## src/rtl/fpu_wb_pkg.sv

```systemverilog
// rtl/fpu_wb_pkg.sv - shared types and default latencies for the FPU writeback arbiter
package fpu_wb_pkg;

    localparam int FLEN_DEF       = 64;
    localparam int RESV_RD_W      = 5;
    localparam int EXC_W_DEF      = 5;
    localparam int FMA_LAT_DEF    = 4;
    localparam int SIMPLE_LAT_DEF = 2;

    typedef struct packed {
        logic                 valid;
        logic                 is_fma;
        logic [RESV_RD_W-1:0] rd;
    } resv_entry_t;

    typedef enum logic [1:0] {
        SRC_NONE,
        SRC_FMA,
        SRC_SIMPLE,
        SRC_DIV
    } wb_src_e;

endpackage

```

## src/rtl/fpu_wb_resv_shreg.sv

```systemverilog
// rtl/fpu_wb_resv_shreg.sv - writeback slot reservation shift register with issue gating and kill
module fpu_wb_resv_shreg
    import fpu_wb_pkg::*;
#(
    parameter int FMA_LAT    = FMA_LAT_DEF,
    parameter int SIMPLE_LAT = SIMPLE_LAT_DEF,
    parameter int RD_W       = RESV_RD_W
) (
    input  logic            clock,
    input  logic            reset,
    input  logic            issue_valid,
    input  logic            issue_is_fma,
    input  logic [RD_W-1:0] issue_rd,
    output logic            issue_ready,
    input  logic            issue_kill,
    output resv_entry_t     slot0,
    output logic            slot0_killed
);

    localparam int YW = $clog2(FMA_LAT);

    resv_entry_t        resv_q   [FMA_LAT];
    resv_entry_t        resv_eff [FMA_LAT];
    logic [FMA_LAT-1:0] killed_q;
    logic [FMA_LAT-1:0] killed_eff;
    logic               young_valid_q;
    logic [YW-1:0]      young_idx_q;
    logic [YW-1:0]      wr_idx;
    logic [YW-1:0]      chk_idx;
    logic               fire;

    // Kill acts on the current view so a simple op killed while already in slot 0 never writes back.
    always_comb begin
        for (int i = 0; i < FMA_LAT; i++) begin
            resv_eff[i]   = resv_q[i];
            killed_eff[i] = killed_q[i];
            if (issue_kill && young_valid_q && (young_idx_q == YW'(i))) begin
                resv_eff[i].valid = 1'b0;
                killed_eff[i]     = 1'b1;
            end
        end
    end

    assign wr_idx       = issue_is_fma ? YW'(FMA_LAT - 2) : YW'(SIMPLE_LAT - 2);
    assign chk_idx      = wr_idx + YW'(1);
    assign issue_ready  = !reset && !resv_q[chk_idx].valid;
    assign fire         = issue_valid && issue_ready;
    assign slot0        = resv_eff[0];
    assign slot0_killed = killed_eff[0];

    always_ff @(posedge clock) begin
        if (reset) begin
            for (int i = 0; i < FMA_LAT; i++) begin
                resv_q[i] <= '0;
            end
            killed_q      <= '0;
            young_valid_q <= 1'b0;
            young_idx_q   <= '0;
        end else begin
            for (int i = 0; i < FMA_LAT - 1; i++) begin
                resv_q[i]   <= resv_eff[i+1];
                killed_q[i] <= killed_eff[i+1];
            end
            resv_q[FMA_LAT-1]   <= '0;
            killed_q[FMA_LAT-1] <= 1'b0;
            if (fire) begin
                resv_q[wr_idx]   <= '{valid: 1'b1, is_fma: issue_is_fma, rd: RESV_RD_W'(issue_rd)};
                killed_q[wr_idx] <= 1'b0;
            end
            young_valid_q <= fire;
            young_idx_q   <= wr_idx;
        end
    end

endmodule

```

## src/rtl/fpu_wb_arbiter.sv

```systemverilog
// rtl/fpu_wb_arbiter.sv - merges FMA, simple and div/sqrt results onto one registered FP writeback port
module fpu_wb_arbiter
    import fpu_wb_pkg::*;
#(
    parameter int FLEN       = FLEN_DEF,
    parameter int RD_W       = RESV_RD_W,
    parameter int EXC_W      = EXC_W_DEF,
    parameter int FMA_LAT    = FMA_LAT_DEF,
    parameter int SIMPLE_LAT = SIMPLE_LAT_DEF
) (
    input  logic             clock,
    input  logic             reset,
    input  logic             issue_valid,
    input  logic             issue_is_fma,
    input  logic [RD_W-1:0]  issue_rd,
    output logic             issue_ready,
    input  logic             issue_kill,
    input  logic             fma_res_valid,
    input  logic [FLEN-1:0]  fma_res_data,
    input  logic [EXC_W-1:0] fma_res_exc,
    input  logic             simple_res_valid,
    input  logic [FLEN-1:0]  simple_res_data,
    input  logic [EXC_W-1:0] simple_res_exc,
    input  logic             div_valid,
    output logic             div_ready,
    input  logic [RD_W-1:0]  div_rd,
    input  logic [FLEN-1:0]  div_data,
    input  logic [EXC_W-1:0] div_exc,
    output logic             wb_valid,
    output logic [RD_W-1:0]  wb_rd,
    output logic [FLEN-1:0]  wb_data,
    output logic [EXC_W-1:0] wb_exc,
    output logic             err_protocol
);

    resv_entry_t slot0;
    logic        slot0_killed;
    wb_src_e     src;
    logic        fma_match;
    logic        simple_match;
    logic        err_now;

    fpu_wb_resv_shreg #(
        .FMA_LAT   (FMA_LAT),
        .SIMPLE_LAT(SIMPLE_LAT),
        .RD_W      (RD_W)
    ) u_resv (
        .clock       (clock),
        .reset       (reset),
        .issue_valid (issue_valid),
        .issue_is_fma(issue_is_fma),
        .issue_rd    (issue_rd),
        .issue_ready (issue_ready),
        .issue_kill  (issue_kill),
        .slot0       (slot0),
        .slot0_killed(slot0_killed)
    );

    assign div_ready = !reset && !slot0.valid;

    always_comb begin
        src = SRC_NONE;
        if (slot0.valid) begin
            src = slot0.is_fma ? SRC_FMA : SRC_SIMPLE;
        end else if (div_valid) begin
            src = SRC_DIV;
        end
    end

    // A killed slot still owns its pipe's result, so a late result there is dropped without error.
    assign fma_match    = slot0.is_fma && (slot0.valid || slot0_killed);
    assign simple_match = !slot0.is_fma && (slot0.valid || slot0_killed);

    assign err_now = (fma_res_valid && !fma_match)
                   || (simple_res_valid && !simple_match)
                   || (src == SRC_FMA && !fma_res_valid)
                   || (src == SRC_SIMPLE && !simple_res_valid)
                   || (fma_res_valid && simple_res_valid);

    always_ff @(posedge clock) begin
        if (reset) begin
            wb_valid     <= 1'b0;
            wb_rd        <= '0;
            wb_data      <= '0;
            wb_exc       <= '0;
            err_protocol <= 1'b0;
        end else begin
            wb_valid     <= 1'b0;
            err_protocol <= err_protocol || err_now;
            case (src)
                SRC_FMA: begin
                    if (fma_res_valid) begin
                        wb_valid <= 1'b1;
                        wb_rd    <= RD_W'(slot0.rd);
                        wb_data  <= fma_res_data;
                        wb_exc   <= fma_res_exc;
                    end
                end
                SRC_SIMPLE: begin
                    if (simple_res_valid) begin
                        wb_valid <= 1'b1;
                        wb_rd    <= RD_W'(slot0.rd);
                        wb_data  <= simple_res_data;
                        wb_exc   <= simple_res_exc;
                    end
                end
                SRC_DIV: begin
                    wb_valid <= 1'b1;
                    wb_rd    <= div_rd;
                    wb_data  <= div_data;
                    wb_exc   <= div_exc;
                end
                default: begin
                end
            endcase
        end
    end

endmodule

```

## config.mk

```make
export PLATFORM = sky130hd
export DESIGN_NAME = fpu_wb_arbiter
export DESIGN_NICKNAME = d
export VERILOG_FILES = /design/src/rtl/fpu_wb_pkg.sv /design/src/rtl/fpu_wb_resv_shreg.sv /design/src/rtl/fpu_wb_arbiter.sv
export SDC_FILE = /design/constraint.sdc
export NUM_CORES = 1
export LEC_CHECK = 0
export BUFFER_PORTS_ARGS = -buffer_cell sky130_fd_sc_hd__buf_2
export CAP_MARGIN = 20
export CORE_ASPECT_RATIO = 0.6
export CORE_MARGIN = 2
export CORE_UTILIZATION = 45
export DETAILED_ROUTE_END_ITERATION = 7
export PLACE_DENSITY = 0.81
export SYNTH_ARGS = -nofsm -noshare
export SYNTH_HDL_FRONTEND = slang
export SYNTH_SLANG_ARGS = --single-unit
```

## constraint.sdc

```tcl
create_clock -name clock -period 1.9 [get_ports clock]
set_input_delay 0.19 -clock clock [delete_from_list [all_inputs] [get_ports clock]]
set_output_delay 0.19 -clock clock [all_outputs]
set_load 0.02 [all_outputs]
```

---- After elaboration in Yosys (flattened, before gate mapping) ----
Memory sizes are Yosys's and may differ from the RTL's.
Index checks and enable logic that the tools add are counted.
storage, ports and cells
  register bits ........................... 83
  bits in latches ......................... 0
  memory bits (writable) .................. 28
  ROM bits ................................ 0
  output and inout port bits .............. 78
  logic and storage cells ................. 99
  memories ................................ 1
memory list
  memory         depth  bits a word  rd ports  clocked after memory_dff  wr ports  line                     source
  u_resv.resv_q  4      7            5         0                         5         fpu_wb_resv_shreg.sv:22  resv_entry_t resv_q [FMA_LAT];
cells by class
  add/subtract/negate cells ............... 1
  multipliers ............................. 0
  divide/modulo/power cells ............... 0
  magnitude comparators ................... 2
  equal/unequal tests ..................... 8
  shift-type cells ........................ 0
  mux-type cells .......................... 37
  bitwise logic cells ..................... 7
  reductions and logical operators ........ 34
operators by type and width
  cell                                                               number
  one-hot mux 64 bit (3 select lines)                                1
  2-to-1 mux 64 bit                                                  2
  one-hot mux 5 bit (3 select lines)                                 2
  2-to-1 mux 7 bit                                                   4
  2-to-1 mux 5 bit                                                   4
  2-to-1 mux 1 bit                                                   17
  logical AND 1 bit                                                  16
  == test 2 bit, second input constant                               4
  logical NOT 1 bit                                                  8
  2-to-1 mux 2 bit                                                   4
  logical OR 1 bit                                                   6
  AND 3 x 4 -> 4 bit                                                 1
  == test 2 x 1 -> 1 bit, second input constant                      2
  inequality test 2 bit, second input constant                       2
  NOT 4 bit                                                          1
  OR 1 bit                                                           4
  less-than comparator 2 x 3 -> 1 bit, second input constant         1
  2-to-1 mux 3 bit                                                   1
  one-hot mux 1 bit (3 select lines)                                 1
  AND reduction 3 bit                                                1
  nonzero test 3 bit                                                 1
  adder 2 x 1 -> 2 bit, second input constant                        1
  demux 1 bit (select 2 bit)                                         1
  greater-or-equal comparator 2 x 1 -> 1 bit, second input constant  1
  other kinds (3)                                                    3

---- Longest topological paths before layout ----
  depth in word-level cells ............... 12
  gate-level depth with buffers ........... 7
  depth with buffers taken out ............ 4

---- Cells and area by module ----
A second synthesis with hierarchy kept.
unflattened totals
  cells, all modules ...................... 678
  area total of the unflattened synthesis .. 6,700.2 sq um
by module, submodules not included
  module             times used  cells each  area an instance (sq um)  seq. area each (sq um)
  fpu_wb_arbiter     1           599         5,826.8                   1,521.5
  fpu_wb_resv_shreg  1           79          873.3                     500.5

---- Worst setup path before layout ----
No wires, ideal clock.
  path type ............................... register -> register
  start point ............................. memory u_resv.resv_q[0][5] (netlist bit)
  end point ............................... register wb_data[35]
  data arrival time ....................... 1.537 ns
  required time ........................... 1.813 ns
  path slack .............................. 0.276 ns
  stages on the path, launching flop included .. 8
  clock period less this slack ............ 1.624 ns
  path through ............................ dfxtp_1 > buf_4 > mux2i_1 > buf_2 > mux2_4 > buf_6 > buf_6 > a221oi_2
RTL lines
  element               line                     source
  from (decl)           fpu_wb_resv_shreg.sv:22
  to (signal assigned)  fpu_wb_arbiter.sv:95     wb_data <= fma_res_data;
  to (signal assigned)  fpu_wb_arbiter.sv:103    wb_data <= simple_res_data;
  to (signal assigned)  fpu_wb_arbiter.sv:110    wb_data <= div_data;
  to (decl)             fpu_wb_arbiter.sv:31     output logic [FLEN-1:0] wb_data,

---- Worst setup path in the final report ----
  start point ............................. register u_resv.young_valid_q
  end point ............................... register wb_data[11]
on the way
  cells in the longest elaborated chain, start to end .. 7
  elaborated cells between the ends (all ways) .. 12
  those cells by class .................... 5 x eq/ne; 3 x mux; 4 x reduce/logical
RTL lines
  element                                                                       line                     source
  from (decl)                                                                   fpu_wb_resv_shreg.sv:26  logic young_valid_q;
  from (signal assigned)                                                        fpu_wb_resv_shreg.sv:70  young_valid_q <= fire;
  logical AND 1 bit * (2 in a row)                                              fpu_wb_resv_shreg.sv:37  if (issue_kill && young_valid_q && (young_idx_q == YW'(i))) begin
  2-to-1 mux 1 bit *                                                            fpu_wb_resv_shreg.sv:37
  2-to-1 mux 2 bit *                                                            fpu_wb_arbiter.sv:63     if (slot0.valid) begin
  == test 2 bit or == test 2 x 1 -> 1 bit (tied branches)                       fpu_wb_arbiter.sv:90     case (src)
  inequality test 2 bit (no source line) or nonzero test 3 bit (tied branches)  -
  AND reduction 3 bit (no source line)                                          -
Mark *: on every way between the ends. The rest lies on a longest branch, timed or not.
A chain may end at the register's enable or synchronous reset.

==> impl_metrics.toml <==
[outcome]
status = "complete, no violations"

[job]
cap_viol_max_count = 0

[global_routing]
grtUsageTotal = 0.242
antenna_found_initial = 0
grt.met1_usage = 0.313
grt_pass1_vias = 5071
grt_overflow = 0
grt.met2_usage = 0.417
met3_usage = 0.0588
busiest_layer = "met2"
grt_max_degree = 76
grt_pass1_wl_um = 25200

[detailed_routing]
drt_iter0_markers = 250
antenna_left = 0
wl_um = 16300
vias_per_cell = 5.30
wl_per_cell_um = 16.1
num_vias = 5371
drc = 0
drt_first_pass_iters = 4

[place]
place.gp.congestion = 0.774
dpl.hpwl_um = 11400
pre_cts_ws_ns = 0.0988
port_buffers = 302

[timing]
fin_crit_ns = 1.79
skew_ns = 0.00991
max_freq_ghz = 0.558
slew_headroom = 0.727
hold_viol = 0
worstMarginPinSlew_ns = 0.409
rsz0062_at_grt = "no"
setup_viol = 0
timing.final.crit_share = 0.943
setup_ws_ns = 0.109
drv_slew = 0
final.setup.tns_ns = 0

[clock_tree]
clock_latency_ns = 0.34
cts_root_buf = "clkbuf_16"
cts.path.max_buffers = 2
cts_buffers = 9
hold_buffers = 0
path_clk_slew_ns = 0.07
numClockSinks = 101
htreeDepth = 3
cts_tree = "built"
post-cts-setup-buffers = 0

[finish]
layout-drive-gt1-share = 0.544
diodes = 0
fill_cells = 974
nets = 1073
area_growth_pct = 37.6

[worst_setup_path]
start_kind = "register"
critPathLaunch = "u_resv.young_valid_q$_SDFF_PP0_"
critPathRequiredTime_ns = 2.14
reg2reg_from = "u_resv.young_valid_q$_SDFF_PP0_"
r2r_setup_slack_ns = 0.11
r2r_cells = 5
crit_path_end_kind = "register"
path_class = "register to register"
cp_max_fo = 25
r2r-end = "wb_data[11]$_SDFFE_PP0P_"
timing.critical_path.to = "wb_data[11]$_SDFFE_PP0P_"
arrival_ns = 2.03

[synth]
async_reset_ff_frac = 0
yosysMostFrequentCell = "o21ai_0"
synth_fp_nets = 805
yosysUniqueCellTypes = 29
ys_warn_count = 0
synth_top_cell_by_area = "dfxtp_1"
synth-seq-cells = 101
synthTopCellsByCount = "137 x o21ai_0, 101 x dfxtp_1, 74 x inv_1, 69 x mux2_2, 50 x a221oi_2"
syn_area_um2 = 5390
synth.area.top_cells = "dfxtp_1 38%, mux2_2 14%, a221oi_2 14%"
synth_cells = 580
synth-main-ff-cell = "dfxtp_1"
synth_edf_count = 0
synth-seq-area-share = 0.375
syn_avg_cell_area_um2 = 9.29
synth.top_cell.area_share = 0.375

[power]
p_leak_nw = 3.28
p_per_area_nw_per_um2 = 759
vdd_drop_max_mv = 0.473

[floorplan]
pin_count = 303
die-width_um = 145
die_y_um = 88.8
core_area_um2 = 11500
dieArea_um2 = 12900
start_util = 0.469
rows = 30

[worst_hold_path]
hp-class = "input pin to register"
min_path_cells = 2
## timing repair
| action | in CTS | in global routing |
|---|---|---|
| hold endpoints to repair | 0 | 0 |
| setup endpoints to repair | 1 | 17 |
| resized for setup | 1 | 4 |
| pin swaps | 0 | 0 |
## power by group
group          total, W  switching [W]  internal [W]
Sequential      0.00235      0.0000751       0.00227
Clock           0.00198       0.000814       0.00117
Combinational   0.00130       0.000731      0.000571
Total           0.00563        0.00162       0.00401
## per-layer routing
layer	wire (µm)	part of all wire	vias up
met4	231	0.014	0
met5	0	0	-
met2	7730	0.47	213
met1	7270	0.45	2511
met3	1050	0.064	21
li1	-	-	2626
## kinds of logic after synthesis
| group | after synthesis | share of synthesized area |
|---|---|---|
| mux | 71 | 0.149 |
| compound gates | 224 | 0.325 |
| buf+inv | 136 | 0.104 |
| flops | 101 | 0.375 |
| simple gates | 48 | 0.0464 |
## state kept, by name (all words and copies together), names as in the netlist
signal and count:
err_protocol 1, u_resv.killed_q 2, u_resv.resv_q 21, u_resv.young_idx_q 1, u_resv.young_valid_q 1, wb_data 64
wb_exc 5, wb_rd 5, wb_valid 1
## worst max-delay path, cell delays in order, from the launching register on
cell	delay (ns)
dfxtp_1	0.33
nand2_1	0.12
o21a_2	0.27
mux2_8	0.45
buf_12	0.21
a221oi_2	0.30
## cell usage in the layout (no fill, tap or decap), types with 2 or more instances in the layout
cell type / n
nor2_1: 5
a2111oi_2: 5
inv_1: 74
a221oi_2: 50
mux2_2: 69
dfxtp_1: 100
inv_6: 2
bufinv_16: 2
clkbuf_16: 9
nor3b_1: 2
buf_4: 6
and3_1: 8
inv_2: 3
nand2_1: 11
a221oi_1: 19
a21oi_1: 2
buf_12: 9
nor2b_1: 7
o21ai_1: 6
and2_1: 2
o21ai_0: 137
buf_2: 301
nor3_1: 11
## through the flow
| step | power, W | util | instance area, µm² | cells | hold slack [ns] |
|---|---|---|---|---|---|
| floorplan | 0.00317 | - | 5390 | 580 | 0.305 |
| global placement | 0.00366 | 0.615 | 7070 | 997 | 0.416 |
| detailed placement | 0.00369 | 0.615 | 7070 | 997 | 0.424 |
| CTS | 0.00567 | 0.644 | 7390 | 1013 | 0.0954 |
| global route | 0.00587 | 0.645 | 7410 | 1013 | 0.0928 |
| finish | 0.00563 | 0.645 | 7410 | 1013 | 0.106 |
## worst min-delay path by stage
| stage | end | from |
|---|---|---|
| final | u_resv.resv_q[2][1]$_SDFF_PN0_ | issue_rd[1] |
| after global routing | u_resv.resv_q[2][4]$_SDFF_PN0_ | issue_rd[4] |
| after global placement | u_resv.resv_q[1][2]$_SDFF_PP0_ | u_resv.resv_q[2][2]$_SDFF_PN0_ |
| after floorplan | u_resv.resv_q[0][0]$_DFF_P_ | issue_rd[0] |
| after detailed placement | u_resv.resv_q[1][1]$_SDFF_PP0_ | u_resv.resv_q[2][1]$_SDFF_PN0_ |
| after CTS | u_resv.resv_q[0][1]$_DFF_P_ | issue_rd[1] |
## area by class of cell
cell class	instances	area [µm²]	area share
Multi-Input combinational cell	343	2850	0.384
Inverter	77	289	0.0390
Tap cell	160	200	0.0270
Timing Repair Buffer	316	1730	0.234
Clock buffer	10	229	0.0309
Sequential cell	101	2030	0.273
Clock inverter	6	91.3	0.0123
Note: power is estimated with default switching activity, not from simulation.
